`config.mk`:
```
export PLATFORM = sky130hd
export DESIGN_NAME = logic_unit_pipe_flat
export DESIGN_NICKNAME = d
export VERILOG_FILES = /design/src/rtl/logic_unit_if.sv /design/src/rtl/logic_unit_pipe.sv /design/src/flat_wrapper.sv
export SDC_FILE = /design/constraint.sdc
export NUM_CORES = 1
export LEC_CHECK = 0
export BUFFER_PORTS_ARGS = -buffer_cell sky130_fd_sc_hd__buf_4
export CORE_MARGIN = 10
export CORE_UTILIZATION = 35
export DETAILED_ROUTE_END_ITERATION = 8
export PLACE_DENSITY = 0.5
export SLEW_MARGIN = 20
export SYNTH_ARGS = -nofsm -noshare
export SYNTH_HDL_FRONTEND = slang
export SYNTH_SLANG_ARGS = --single-unit
```
`constraint.sdc`:
```
create_clock -name clk -period 5.7 [get_ports clk]
set_clock_uncertainty 0.15 [all_clocks]
set_input_delay 0.57 -clock clk [delete_from_list [all_inputs] [get_ports clk]]
set_output_delay 0.57 -clock clk [all_outputs]
set_load 0.01 [all_outputs]
```
`src/rtl/logic_unit_if.sv`:
```
// Handshake bundle between an operand source, the logic unit and a result consumer.
// The slave side is the logic unit; the master side is the source/consumer pair.
interface logic_unit_if #(
  parameter int WIDTH = 8
);
  logic             in_valid;
  logic             in_ready;
  logic [WIDTH-1:0] in_a;
  logic [WIDTH-1:0] in_b;
  logic [2:0]       in_op;
  logic             out_valid;
  logic             out_ready;
  logic [WIDTH-1:0] out_y;
  logic             out_zero;
  logic             out_parity;
  logic [15:0]      ops_done;

  modport slave (
    input  in_valid, in_a, in_b, in_op, out_ready,
    output in_ready, out_valid, out_y, out_zero, out_parity, ops_done
  );

  modport master (
    output in_valid, in_a, in_b, in_op, out_ready,
    input  in_ready, out_valid, out_y, out_zero, out_parity, ops_done
  );
endinterface

```
`src/rtl/logic_unit_pipe.sv`:
```
// Bitwise logic unit: eight selectable ops on two operands, with zero/parity flags,
// delivered through a small FIFO result buffer with valid/ready on both sides.
module logic_unit_pipe #(
  parameter int WIDTH = 8,
  parameter int DEPTH = 2
) (
  input  logic          clk,
  input  logic          rst_n,
  logic_unit_if.slave   bus
);
  localparam int CW = $clog2(DEPTH + 1);
  localparam int PW = (DEPTH > 1) ? $clog2(DEPTH) : 1;
  localparam int EW = WIDTH + 2;

  typedef enum logic [2:0] {
    OP_AND  = 3'd0,
    OP_OR   = 3'd1,
    OP_NOTA = 3'd2,
    OP_NAND = 3'd3,
    OP_NOR  = 3'd4,
    OP_XOR  = 3'd5,
    OP_XNOR = 3'd6,
    OP_BUFA = 3'd7
  } op_e;

  logic [CW-1:0]    r_count;
  logic [PW-1:0]    r_wptr;
  logic [PW-1:0]    r_rptr;
  logic [EW-1:0]    r_mem [DEPTH];
  logic [WIDTH-1:0] r_last_y;
  logic             r_last_zero;
  logic             r_last_parity;
  logic [15:0]      r_ops_done;

  logic [WIDTH-1:0] w_result;
  logic             w_zero;
  logic             w_parity;
  logic [EW-1:0]    w_entry;
  logic [EW-1:0]    w_head;
  logic             w_in_ready;
  logic             w_out_valid;
  logic             w_push;
  logic             w_pop;
  logic [PW-1:0]    w_wptr_next;
  logic [PW-1:0]    w_rptr_next;

  always_comb begin
    w_result = '0;
    case (op_e'(bus.in_op))
      OP_AND:  w_result = bus.in_a & bus.in_b;
      OP_OR:   w_result = bus.in_a | bus.in_b;
      OP_NOTA: w_result = ~bus.in_a;
      OP_NAND: w_result = ~(bus.in_a & bus.in_b);
      OP_NOR:  w_result = ~(bus.in_a | bus.in_b);
      OP_XOR:  w_result = bus.in_a ^ bus.in_b;
      OP_XNOR: w_result = ~(bus.in_a ^ bus.in_b);
      OP_BUFA: w_result = bus.in_a;
      default: w_result = '0;
    endcase
  end

  assign w_zero   = ~|w_result;
  assign w_parity = ^w_result;
  assign w_entry  = {w_parity, w_zero, w_result};

  // Ready comes only from the registered count, so a pop on a full buffer
  // cannot admit a push in the same cycle.
  assign w_in_ready  = (r_count < CW'(DEPTH));
  assign w_out_valid = (r_count != '0);
  assign w_push      = bus.in_valid & w_in_ready;
  assign w_pop       = w_out_valid & bus.out_ready;

  assign w_wptr_next = (r_wptr == PW'(DEPTH - 1)) ? '0 : r_wptr + 1'b1;
  assign w_rptr_next = (r_rptr == PW'(DEPTH - 1)) ? '0 : r_rptr + 1'b1;

  always_ff @(posedge clk) begin
    if (w_push) begin
      r_mem[r_wptr] <= w_entry;
    end
  end

  assign w_head = r_mem[r_rptr];

  always_ff @(posedge clk or negedge rst_n) begin
    if (!rst_n) begin
      r_count <= '0;
      r_wptr  <= '0;
      r_rptr  <= '0;
    end else begin
      if (w_push) r_wptr <= w_wptr_next;
      if (w_pop)  r_rptr <= w_rptr_next;
      case ({w_push, w_pop})
        2'b10:   r_count <= r_count + 1'b1;
        2'b01:   r_count <= r_count - 1'b1;
        default: r_count <= r_count;
      endcase
    end
  end

  // The popped entry is kept so an empty buffer still presents the last result.
  always_ff @(posedge clk or negedge rst_n) begin
    if (!rst_n) begin
      r_last_y      <= '0;
      r_last_zero   <= 1'b0;
      r_last_parity <= 1'b0;
      r_ops_done    <= '0;
    end else if (w_pop) begin
      r_last_y      <= w_head[WIDTH-1:0];
      r_last_zero   <= w_head[WIDTH];
      r_last_parity <= w_head[WIDTH+1];
      if (r_ops_done != 16'hFFFF) begin
        r_ops_done <= r_ops_done + 16'd1;
      end
    end
  end

  assign bus.in_ready   = w_in_ready;
  assign bus.out_valid  = w_out_valid;
  assign bus.out_y      = w_out_valid ? w_head[WIDTH-1:0] : r_last_y;
  assign bus.out_zero   = w_out_valid ? w_head[WIDTH]     : r_last_zero;
  assign bus.out_parity = w_out_valid ? w_head[WIDTH+1]   : r_last_parity;
  assign bus.ops_done   = r_ops_done;
endmodule

```
`src/flat_wrapper.sv`:
```
// flat-port wrapper written by rule: the top's interface ports become plain ports
module logic_unit_pipe_flat 
#(
  parameter int WIDTH = 8,
  parameter int DEPTH = 2
)
  (clk, rst_n, bus_in_valid, bus_in_a, bus_in_b, bus_in_op, bus_out_ready, bus_in_ready, bus_out_valid, bus_out_y, bus_out_zero, bus_out_parity, bus_ops_done);
  logic_unit_if #(.WIDTH(WIDTH)) bus_i ();
  input  logic clk;
  input  logic rst_n;
  input wire logic [$bits(bus_i.in_valid)-1:0] bus_in_valid;
  input wire logic [$bits(bus_i.in_a)-1:0] bus_in_a;
  input wire logic [$bits(bus_i.in_b)-1:0] bus_in_b;
  input wire logic [$bits(bus_i.in_op)-1:0] bus_in_op;
  input wire logic [$bits(bus_i.out_ready)-1:0] bus_out_ready;
  output wire logic [$bits(bus_i.in_ready)-1:0] bus_in_ready;
  output wire logic [$bits(bus_i.out_valid)-1:0] bus_out_valid;
  output wire logic [$bits(bus_i.out_y)-1:0] bus_out_y;
  output wire logic [$bits(bus_i.out_zero)-1:0] bus_out_zero;
  output wire logic [$bits(bus_i.out_parity)-1:0] bus_out_parity;
  output wire logic [$bits(bus_i.ops_done)-1:0] bus_ops_done;
  assign bus_i.in_valid = bus_in_valid;
  assign bus_i.in_a = bus_in_a;
  assign bus_i.in_b = bus_in_b;
  assign bus_i.in_op = bus_in_op;
  assign bus_i.out_ready = bus_out_ready;
  assign bus_in_ready = bus_i.in_ready;
  assign bus_out_valid = bus_i.out_valid;
  assign bus_out_y = bus_i.out_y;
  assign bus_out_zero = bus_i.out_zero;
  assign bus_out_parity = bus_i.out_parity;
  assign bus_ops_done = bus_i.ops_done;
  logic_unit_pipe #(.WIDTH(WIDTH), .DEPTH(DEPTH)) u_core (.clk(clk), .rst_n(rst_n), .bus(bus_i));
endmodule
```
==> metrics.md, run 1 <==
| Metric | Value |
|---|---|
| Max Fclk | `408 MHz` |
| Hold Crit Class | `input pin to async pin` |
| Root Buffer | `clkbuf_8` |
| Final instance area | `3700 µm²` |
| Max cap viols | `0` |
| Least-Margin Pin Slew | `866 ps` |
| I/O Buffers | `50` |
| Final Max Slew Viols | `0` |
| WP buf/inv | `2` |
| H-Tree Depth | `2` |
| Gpl congestion | `0.742` |
| Cts repair resizes | `0` |
| Detailed-route DRC error count | `0` |
| Pwr dens | `362 nW/µm²` |
| Post-Syn Area | `3170 µm²` |
| DP Area | `3620 µm²` |
| Max-Slew Margin vs Limit | `42.1%` |
| Detailed-route via count | `2396` |
| Minimum clock period | `2450 ps` |
| Ys flop type | `dfrtp_1` |
| Diode count | `0` |
| CORE AREA | `8760 µm²` |
| Cell mode on critical path | `ha_1` |
| Crit path cell chain | `buf_4 > inv_1 > ha_1 > o22a_1 > o2bb2ai_1 > o21ai_0 > a211o_1 > ha_1 > xor2_1 > xnor2_1` |
| Num ports | `51` |
| DIE HEIGHT | `115 µm` |
| Post-detail-place hpwl | `5.20 mm` |
| Setup violators final | `0` |
| Full die area | `13300 µm²` |
| Most frequent cells in the layout | `buf_4 (51), dfrtp_1 (30), nand2_1 (27)` |
| Number of setup buffers added after CTS | `0` |
| Layout cells sized above 1 | `20.6%` |
| First-pass GRT wire length | `11.4 mm` |
| Clk buf depth | `2` |
| Maximum VDD drop | `0.141 mV` |
| Die X | `115 µm` |
| Final Cycle Share | `43.0%` |
| DRT iter0 DRCs | `135` |
| Largest net degree at the start of global routing | `34` |
| Net Sw Power | `0.000489 W` |
| Vias in the first global route | `2372` |
| Comb power frac | `41.6%` |
| RR Endpoint | `u_core.bus.ops_done[1]` |
| #FFs+latches synth | `50` |
| Worst path max stage delay | `330 ps` |
| Int Power | `0.000853 W` |
| Number of synthesized flops with an enable pin | `20` |
| DR vias/cell | `5.08` |
| RSZ-0062 raised after global routing | `no` |
| Critical R2R Launch | `u_core.bus.ops_done[0]` |
| Hold buffer count at cts | `0` |
| CP max FO | `4` |
| Clock sinks | `50` |
| Total gr overflow | `0` |
| Leakage | `1.68 nW` |
| WP depth | `10` |
| Switch share | `36.4%` |
| Setup TNS | `0 ps` |
| CTS clock-pin slew for the worst setup and hold paths | `80 ps` |
| Flop pwr share | `43.3%` |
| Crit path max-delay cell type | `a211o_1` |
| Iteration count of the initial detailed-routing pass | `4` |
| Area Overhead vs Synth | `16.9%` |
| Endpoints failing hold | `0` |
| Number of nets in the layout | `409` |
| Syn Area/Cell | `9.84 µm²` |
| CTS buffer count | `5` |
| Syn nets | `367` |
| Initial antenna violation count | `0` |
| FF-to-FF setup slack | `3790 ps` |
| TritonCTS clock tree | `built` |
| Total wire length | `6.75 mm` |
| Crit Path Class | `input pin to register` |
| Final Total Pwr | `0.00134 W` |
| Cell Count, Final, Fillers Out | `472` |
| Critical Path End Type | `register` |
| Clock latency on the worst-skew pair | `290 ps` |
| Clock power share | `15.1%` |
| FFs w/ async S/R, synth | `60.0%` |
| Most common cell after layout, fill and taps aside | `buf_4` |
| Syn Inst Count | `322` |
| DR WL/cell | `14.3 µm` |
| Yosys warns | `0` |
| Critical path's top delay family | `compound AO/OA/AOI/OAI gates` |
| Total GRT Usage | `10.2%` |
| ANT nets after route | `0` |
| Synth unique cells | `46` |
| Reg2reg path depth | `5` |
| Sequential fraction of the synthesis area | `42.7%` |
| CP arrival | `2340 ps` |
| Startpoint Class | `input pin` |
| Inst Count DP | `465` |
| Status | `complete, no violations` |
| WP data required | `5590 ps` |
| Initial Util | `36.2%` |
| Cell Rows | `34` |
-- sequential cells by signal, summed over array words and instances (netlist names) --
register              count
u_core.r_mem             20
u_core.bus.ops_done      16
u_core.r_last_y           8
u_core.r_count            2
u_core.r_last_parity      1
u_core.r_last_zero        1
u_core.r_rptr             1
u_core.r_wptr             1
-- power groups by stage --
stage	clock, W	combinational [W]	sequential [W]
finish	0.000203	0.000558	0.000580
global route	0.000229	0.000627	0.000599
CTS	0.000214	0.000573	0.000582
detailed placement	0	0.000570	0.000591
global placement	0	0.000564	0.000586
floorplan	0	0.000358	0.000566
-- routing by layer --
metal	vias up	GRT usage, %	part of all wire [%]	routed length [µm]
met5	-	0	0	0
met4	0	3.14	1.1	76
met3	7	2.03	5.2	350
met2	50	15.4	42	2860
met1	1097	14.2	51	3460
li1	1242	-	-	-
-- cell type report --
class                   instances  area [µm²]
repair buffers                 51         383
multi-input cells             236        1670
clock buffers                   7        86.3
inverters                      20        75.1
well taps                     108         135
flip-flops and latches         50        1350
fillers                       869        5060
-- through the flow --
step	utilization, %	setup slack [ps]	hold slack, ps
finish	42.3	3250	42.2
global route	42.3	3170	70.2
CTS	42.3	3250	56.1
detailed placement	41.3	2940	321
global placement	41.3	2980	312
floorplan	-	3170	124
-- synthesized netlist by cell type (all sizes together), types with 4 or more instances --
library cell,count,share of area [%]
edfxtp,20,19
buf,9,1.3
inv,20,2.4
nor2,23,2.8
o21ai,25,4.1
o22a,4,1.1
a21oi,21,3.3
dfrtp,30,24
xor2,8,2.2
nor2b,6,1.2
mux2,8,3.0
nand2,27,3.2
a31oi,5,0.99
o211ai,4,0.95
mux2i,12,3.8
clkbuf,7,0.83
nor3,6,0.95
ha,22,8.7
xnor2,9,2.5
nand3,6,0.95
and3,6,1.2
nand4,5,1.5
a211oi,14,3.5
-- how the worst max path moves through the flow --
| stage | from | to | slack [ps] |
|---|---|---|---|
| global route | bus_in_a[0] | u_core.r_mem[1][9] | 3170 |
| detailed placement | bus_in_a[0] | u_core.r_mem[1][9] | 2940 |
| finish | bus_in_a[0] | u_core.r_mem[0][9] | 3250 |
| CTS | u_core.r_rptr | bus_out_parity | 3250 |
| global placement | bus_in_b[0] | u_core.r_mem[0][9] | 2980 |
| floorplan | bus_in_b[0] | u_core.r_mem[0][9] | 3170 |
-- cells by family after synthesis --
kind of cell	after synthesis	share of synthesized area [%]
adder cells (fa/ha/maj)	22	8.69
AND/OR/NAND/NOR	91	15.4
AO/OA/AOI/OAI	86	17.3
multiplexers	20	6.75
buffers and inverters	36	4.50
flip-flops	50	42.7
XOR/XNOR	17	4.70
Note: power is estimated with default switching activity, not from simulation.
==> inputs of run 2 (changes only) <==
Settings changed: PLACE_DENSITY 0.5 to 0.52.
Clock period 5.7 ns to 2 ns, I/O delays scaled along.
==> run 2 against run 1 <==
Net effect:
- first-iteration DRC count is 36% lower
- sequential power grew to 2.7 times the previous value
- sequential share of layout area is 4.8 points lower
- largest cell class unchanged
- die area stayed put
- clock power grew to 3.0 times the previous value
- utilization is 6.4 points higher
- final area is 15% higher
- wire length is 2.6% higher
==> metrics.md, run 2 (synthesized netlist as in run 1, its figures left out) <==
| Metric | Value |
|---|---|
| Largest net degree at the start of global routing | `31 (-8.8%)` |
| Reg2reg path depth | `5 (unchanged)` |
| Total wire length | `6.92 mm (+2.6%)` |
| WP data required | `1910 ps (-3680 ps)` |
| Final Cycle Share | `97.6%` |
| Clock power share | `15.0% (about the same)` |
| First-pass GRT wire length | `11.5 mm (+1.5%)` |
| Setup violators final | `0 (unchanged)` |
| Net Sw Power | `0.00150 W (+210%)` |
| Endpoints failing hold | `0 (unchanged)` |
| Post-detail-place hpwl | `5.55 mm (+6.8%)` |
| Final core occ | `48.7% (+6.4 points)` |
| Hold Crit Class | `input pin to register` |
| Max Fclk | `512 MHz` |
| Num ports | `51 (unchanged)` |
| Most common cell after layout, fill and taps aside | `buf_4` |
| Detailed-route DRC error count | `0 (unchanged)` |
| Initial antenna violation count | `0 (unchanged)` |
| Area Overhead vs Synth | `34.8%` |
| I/O Buffers | `50 (unchanged)` |
| Layout cells sized above 1 | `35.3% (+15 points)` |
| Startpoint Class | `input pin` |
| Clock sinks | `50 (unchanged)` |
| Worst Hold Endpoint | `u_core.r_wptr` |
| CP arrival | `1860 ps (-480 ps)` |
| Comb power frac | `46.3% (+4.7 points)` |
| Number of nets in the layout | `461 (+13%)` |
| Worst hold stages | `3` |
| Switch share | `36.7% (+0.28 points)` |
| Clock latency on the worst-skew pair | `300 ps (about the same)` |
| Max cap viols | `0 (unchanged)` |
| Iteration count of the initial detailed-routing pass | `4 (unchanged)` |
| Setup TNS | `0 ps (unchanged)` |
| ANT nets after route | `0 (unchanged)` |
| Hold WS | `82.0 ps (+39.9 ps)` |
| Status | `complete, no violations` |
| Critical R2R Launch | `u_core.bus.ops_done[0]` |
| DIE HEIGHT | `115 µm (unchanged)` |
| Crit Path Class | `input pin to register` |
| Die X | `115 µm (unchanged)` |
| CP max FO | `2 (-2)` |
| CTS clock-pin slew for the worst setup and hold paths | `100 ps (+20 ps)` |
| Worst path max stage delay | `300 ps (-30 ps)` |
| Gpl congestion | `0.774 (+4.2%)` |
| Critical Path End Type | `register` |
| Number of setup buffers added after CTS | `0 (unchanged)` |
| Final Max Slew Viols | `0 (unchanged)` |
| Largest register FFs | `20 (unchanged)` |
| Most frequent cells in the layout | `buf_4 (99), dfrtp_1 (30), nand2_1 (27)` |
| Full die area | `13300 µm² (unchanged)` |
| H-Tree Depth | `2 (unchanged)` |
| Crit path cell chain | `buf_4 > inv_12 > ha_4 > mux2_4 > o21ai_1 > and3_1 > a211o_1 > ha_1 > xor2_2 > xnor2_1` |
| CTS buffer count | `5 (unchanged)` |
| Pwr dens | `959 nW/µm² (+160%)` |
| Total gr overflow | `0 (unchanged)` |
| Detailed-route via count | `2586 (+7.9%)` |
| Initial Util | `36.2% (unchanged)` |
| DR vias/cell | `4.93 (-3.0%)` |
| Clk buf depth | `2 (unchanged)` |
| DRT iter0 DRCs | `86 (-36%)` |
| DR WL/cell | `13.2 µm (-7.7%)` |
| Maximum VDD drop | `0.388 mV (+170%)` |
| Root Buffer | `clkbuf_8` |
| TritonCTS clock tree | `built` |
| Cell Rows | `34 (unchanged)` |
| Vias in the first global route | `2578 (+8.7%)` |
| FF-to-FF setup slack | `230 ps (-3560 ps)` |
| Crit path max-delay cell type | `ha_1` |
| Diode count | `0 (unchanged)` |
| Flop pwr share | `38.7% (-4.6 points)` |
| Least-Margin Pin Slew | `500 ps (-366 ps)` |
| Biggest register | `u_core.r_mem` |
| Hold Crit Start | `bus_in_valid` |
| RR Endpoint | `u_core.bus.ops_done[1]` |
| Total GRT Usage | `10.4% (+0.21 points)` |
| Leakage | `1.98 nW (+18%)` |
| CORE AREA | `8760 µm² (unchanged)` |
| Max-Slew Margin vs Limit | `66.7% (+25 points)` |
| Int Power | `0.00259 W (+200%)` |
| Cell Count, Final, Fillers Out | `525 (+11%)` |
| Inst Count DP | `516 (+11%)` |
| Minimum clock period | `1950 ps` |
-- run 2: changes by cell type in the layout (fill, tap and decap cells not counted), moves of 3 or more --
cell and change:
a211oi_1 -6, ha_4 +3, a211oi_2 +6, o21ai_1 +6, mux2_4 +3, ha_1 -3, mux2_2 -3, inv_2 +3
buf_4 +48, buf_12 +3, inv_1 -4, o21ai_0 -6
-- run 2: worst max-delay path by stage --
| stage | from | end | slack, ps | cells past startpoint |
|---|---|---|---|---|
| finish | bus_in_a[0] | u_core.r_mem[1][9] | 50 | 10 |
| global route | bus_in_a[5] | u_core.r_mem[1][9] | -0.5 | 10 |
| CTS | bus_in_a[0] | u_core.r_mem[0][9] | 70 | 10 |
| detailed placement | bus_in_a[0] | u_core.r_mem[0][9] | -260 | 10 |
| global placement | bus_in_a[0] | u_core.r_mem[0][9] | -240 | 10 |
| floorplan | bus_in_a[0] | u_core.r_mem[0][9] | -40 | 9 |
-- run 2: cell type report --
class                           count  area, µm²
Timing Repair Buffer              103        813
Clock inverter                      3       26.3
Multi-Input combinational cell    236       1790
Clock buffer                        5       68.8
Tap cell                          108        135
Sequential cell                    50       1350
Inverter                           20       87.6
Fill cell                         852       4490
-- run 2: worst max-delay path, delay by kind of cell --
family	cells	cell delay (ps)
adders and majority gates	2	520
buffers and inverters	2	160
muxes	1	180
AOI/OAI and AO/OA	2	320
xor gates and xnor gates	2	300
and+or+nand+nor	1	170
-- run 2: stage by stage --
stage               power, W  setup WS (ps)  instance area (µm²)
floorplan            0.00265          -40.9                 3230
global placement     0.00346           -240                 4100
detailed placement   0.00349           -260                 4100
CTS                  0.00414           74.4                 4210
global route         0.00442         -0.512                 4270
finish               0.00409           47.2                 4270
-- run 2: what timing repair did --
action / 4_1_cts / 5_1_grt
pin swaps: 0 / 2
setup endpoints to repair: 2 / 2
hold buffers: 1 / 0
hold endpoints to repair: 30 / 0
gates resized for setup: 2 / 11
-- run 2: power groups by stage --
stage	combinational (W)	sequential, W	clock (W)
final	0.00189	0.00158	0.000614
after CTS	0.00191	0.00159	0.000641
after detailed placement	0.00189	0.00161	0
after global routing	0.00211	0.00162	0.000683
after global placement	0.00187	0.00159	0
after floorplan	0.00104	0.00161	0
-- run 2: routing by layer --
metal / vias to the layer above / track usage (%) / wire length (µm)
met3: 4 / 2.76 / 324
met1: 1194 / 11.8 / 3030
met5: - / 0 / 0
met2: 42 / 18.7 / 3500
li1: 1346 / - / -
met4: 0 / 2.72 / 62
